`src/rtl/mul_cplx_scale.sv`:
```
// Serial shift-and-add scaling of a signed complex sample by an unsigned scalar.
// Optional round-half-up output when MUL_CPLX_SCALE_RND_EN is defined.
module mul_cplx_scale #(
  parameter int unsigned DW = 16,
  parameter int unsigned ZW = 8,
  parameter int unsigned OW = 20
) (
  input  logic                 clk,
  input  logic                 rst,
  input  logic signed [DW-1:0] dix,
  input  logic signed [DW-1:0] diy,
  input  logic        [ZW-1:0] diz,
  input  logic                 iv,
  output logic                 rdy,
  output logic signed [OW-1:0] dox,
  output logic signed [OW-1:0] doy,
  output logic                 ov
);

  localparam int unsigned PW = DW + ZW;
  localparam int unsigned K  = PW - OW;
  localparam int unsigned CW = $clog2(ZW);

`ifdef MUL_CPLX_SCALE_RND_EN
  localparam bit RND_EN = 1'b1;
`else
  localparam bit RND_EN = 1'b0;
`endif

  typedef enum logic {IDLE, RUN} state_t;

  state_t        state;
  logic [PW-1:0] xs, ys;
  logic [PW-1:0] accx, accy;
  logic [ZW-1:0] zs;
  logic [CW-1:0] cnt;

  logic [PW-1:0] rnd_c;
  logic [PW-1:0] sumx_c, sumy_c;
  logic [PW-1:0] rndx_c, rndy_c;
  logic [OW-1:0] outx_c, outy_c;

  // Half-LSB bias of the kept field; zero when truncating or nothing is dropped
  if (RND_EN && (K > 0)) begin : g_rnd
    assign rnd_c = PW'(1) << (K - 1);
  end else begin : g_trn
    assign rnd_c = '0;
  end

  // Partial-product step: add the shifted multiplicand when the current diz bit is set
  always_comb begin
    sumx_c = accx + (zs[0] ? xs : '0);
    sumy_c = accy + (zs[0] ? ys : '0);
    rndx_c = sumx_c + rnd_c;
    rndy_c = sumy_c + rnd_c;
    outx_c = OW'(rndx_c >> K);
    outy_c = OW'(rndy_c >> K);
  end

  always_ff @(posedge clk) begin
    if (rst) begin
      state <= IDLE;
      rdy   <= 1'b1;
      ov    <= 1'b0;
      dox   <= '0;
      doy   <= '0;
      xs    <= '0;
      ys    <= '0;
      zs    <= '0;
      accx  <= '0;
      accy  <= '0;
      cnt   <= '0;
    end else begin
      ov <= 1'b0;
      case (state)
        IDLE: begin
          if (iv) begin
            xs    <= {{ZW{dix[DW-1]}}, dix};
            ys    <= {{ZW{diy[DW-1]}}, diy};
            zs    <= diz;
            accx  <= '0;
            accy  <= '0;
            cnt   <= '0;
            rdy   <= 1'b0;
            state <= RUN;
          end
        end
        RUN: begin
          accx <= sumx_c;
          accy <= sumy_c;
          xs   <= xs << 1;
          ys   <= ys << 1;
          zs   <= zs >> 1;
          cnt  <= cnt + CW'(1);
          if (cnt == CW'(ZW - 1)) begin
            dox   <= outx_c;
            doy   <= outy_c;
            ov    <= 1'b1;
            rdy   <= 1'b1;
            state <= IDLE;
          end
        end
        default: state <= IDLE;
      endcase
    end
  end

endmodule

```
`config.mk`:
```
export PLATFORM = sky130hd
export DESIGN_NAME = mul_cplx_scale
export DESIGN_NICKNAME = d
export VERILOG_FILES = /design/src/rtl/mul_cplx_scale.sv
export SDC_FILE = /design/constraint.sdc
export NUM_CORES = 1
export LEC_CHECK = 0
export ABC_AREA = 1
export BUFFER_PORTS_ARGS = -buffer_cell sky130_fd_sc_hd__buf_2
export CAP_MARGIN = 20
export CORE_MARGIN = 1.5
export CORE_UTILIZATION = 38
export CTS_CLUSTER_SIZE = 14
export DETAILED_ROUTE_END_ITERATION = 6
export GPL_TIMING_DRIVEN = 0
export SYNTH_ARGS = -nofsm -noshare
export SYNTH_HDL_FRONTEND = slang
export SYNTH_SLANG_ARGS = --single-unit
```
`constraint.sdc`:
```
create_clock -name clk -period 3.35 [get_ports clk]
set_clock_uncertainty 0.2 [all_clocks]
set_input_delay 0.67 -clock clk [delete_from_list [all_inputs] [get_ports clk]]
set_output_delay 0.67 -clock clk [all_outputs]
set_load 0.05 [all_outputs]
```
==> run summary <==
Die W -> 160 um
Final ANT Viol Nets -> 0
M3 GR Usage -> 0.0292
vias in the first global route -> 8668
CP Class -> flop to flop
Synth top cells by count -> nand2_1, inv_1, dfxtp_1
Mapped Cells -> 1544
most common cell in the netlist -> nand2_1
YS warnings -> 0
port bufs -> 83
FP Rows -> 57
Overall Global Routing Usage -> 0.220
# IOs -> 85
Netlist cell types -> 34
Hold Slack -> 0.247 ns
met1 usage -> 0.320
FFs w/ async S/R, synth -> 0
largest net degree at the start of global routing -> 17
routed len/inst -> 14.0 um
drt pass-1 iters -> 5
antenna violations before repair -> 0
final setup margin -> 0.244 ns
post-synth top area share -> 0.319
crit-path max FO -> 10
H-tree levels -> 4
maximum clock path buffer count -> 2
Hold Path Cell Cnt -> 2
GRT overflow -> 0
Critical Path AT -> 3.23 ns
Max-cap violations -> 0
final setup fails -> 0
global-route layer with the greatest usage -> met2
Avg Cell Area, Syn -> 6.10 sq um
LEAKAGE -> 6.23 nW
Cell Pwr Density -> 386 nW/um^2
Root Buffer -> clkbuf_16
Nets -> 1739
Hold EP -> doy[16]
Synth Register Bits -> 150
EDFF count, synth -> 0
fin crit period -> 3.11 ns
reg2reg setup slack -> 0.24 ns
cts bufs inserted -> 17
fmax -> 322 MHz
CP required -> 3.48 ns
Cell Area, Synth -> 9410 sq um
unrepaired setup endpoints after global routing -> false
Die Y -> 160 um
clock slew at reported path FFs -> 0.07 ns
initial drt markers -> 619
Core ar. -> 24300 sq um
GR Util met2 -> 0.333
DP Worst Slack -> 0.212 ns
GPL Wtd Cong -> 0.960
Hold Startpoint -> doy[16]
critical path startpoint category -> flop
FF-to-FF path depth -> 14
first-pass GRT wire length -> 44300 um
TritonCTS clock tree -> built
Initial Util -> 0.387
post-synthesis sequential area ratio -> 0.319
syn_nets -> 1637
Worst VDD drop -> 0.310 mV
status -> finished, final reports clean
Slew @ Worst Pin -> 0.706 ns
final hold viol count -> 0
Final Cycle Share -> 0.927
vias per inst -> 4.74
Ant. Diodes -> 0
DRC viols -> 0
insertion delay to the later sink of the worst-skew pair -> 0.44 ns
HP Class -> flop to flop
total die area -> 25700 sq um
DP HPWL -> 22200 um
synth-to-layout area growth -> 15.0%
cell taking the most area after synthesis -> dfxtp_1
reg2reg end -> accy[8]
prevailing post-synth register cell -> dfxtp_1
Synth area leaders -> dfxtp_1, nand2_1, inv_1
fraction of layout cells with a size suffix above 1 -> 0.107
Total Wirelength -> 27800 um
Max Slew Vio Count -> 0
crit end category -> flop
setup TNS -> 0 ns
Vias -> 9407
slew margin rel. -> 0.530
setup bufs post-CTS -> 0
Clock Sinks -> 150
worst reg2reg startpoint -> zs[0]
==> how the worst max path moves through the flow <==
stage,start,to
final,zs[0],accy[8]
after global routing,zs[0],accx[19]
after CTS,zs[0],accy[8]
after detailed placement,zs[0],accy[8]
after global placement,zs[0],accy[8]
after floorplan,zs[0],accy[11]
==> kinds of logic after synthesis <==
family	after synthesis	share of synthesized area
fa+ha+maj	50	0.0681
compound gates	141	0.0855
xor+xnor	12	0.0112
flops	150	0.319
simple gates	873	0.386
buf+inv	318	0.131
==> cell type report <==
| cell class | instances | area, sq um |
|---|---|---|
| Clock inverter | 14 | 164 |
| Fill cell | 2635 | 13500 |
| Clock buffer | 18 | 429 |
| Timing Repair Buffer | 83 | 415 |
| Buffer | 49 | 223 |
| Multi-Input combinational cell | 1076 | 5180 |
| Tap cell | 324 | 405 |
| Sequential cell | 150 | 3000 |
| Inverter | 269 | 1010 |
==> per-layer routing <==
| layer | routed length (um) | vias to the layer above |
|---|---|---|
| li1 | - | 4963 |
| met5 | 0 | - |
| met2 | 11500 | 243 |
| met1 | 14300 | 4167 |
| met3 | 1390 | 34 |
| met4 | 551 | 0 |
==> worst max-delay path: stages, from the launching register on <==
cell,delay (ns)
dfxtp_1,0.45
clkbuf_1,0.34
nand2_1,0.10
inv_1,0.07
ha_1,0.19
inv_1,0.07
fa_1,0.35
inv_1,0.14
nand3_1,0.09
nand3_1,0.16
nand3_1,0.11
nand2_1,0.14
xnor2_1,0.30
nor2_1,0.09
o21a_1,0.18
==> state kept, by name, summed over array words and instances (netlist names) <==
register,cells
accx,24
accy,24
xs,24
ys,24
dox,20
doy,20
zs,8
cnt,3
ov,1
rdy,1
state,1
==> cell usage in the layout, fill, tap and decap left out, types with 3 or more instances in the layout <==
master,instances
inv_1,264
nand2_2,11
nand2_1,631
nand4_1,10
o21ai_0,18
dfxtp_1,150
a22o_1,5
nand3_2,3
ha_1,48
or2_2,6
inv_2,3
nor2_2,7
a21oi_2,4
nor2_1,57
clkbuf_1,22
clkbuf_16,17
buf_1,3
a22oi_1,20
a21oi_1,84
nand3_1,120
buf_4,3
nand3b_1,11
nor3_1,5
or2_1,6
xor2_1,10
nor2_4,4
buf_2,103
inv_6,5
o22ai_1,6
==> metrics by stage <==
stage / area [sq um] / power, mW / std cells / utilization
5_1_grt: 10800 / 4.33 / 1983 / 0.445
6_report: 10800 / 4.18 / 1983 / 0.445
3_3_place_gp: 10200 / 2.23 / 1951 / 0.421
3_5_place_dp: 10200 / 2.23 / 1951 / 0.421
2_1_floorplan: 9410 / 2.11 / 1544 / -
4_1_cts: 10800 / 4.22 / 1983 / 0.445
==> power breakdown <==
part | switching [mW] | internal [mW]
registers | 0.0352 | 1.83
logic | 0.226 | 0.103
clock network | 0.868 | 1.12
==> timing repair <==
item,in CTS,in global routing
resized for setup,0,3
hold buffers,0,0
endpoints found under the setup margin,0,1
No activity file was read; power rests on OpenSTA's default activity.
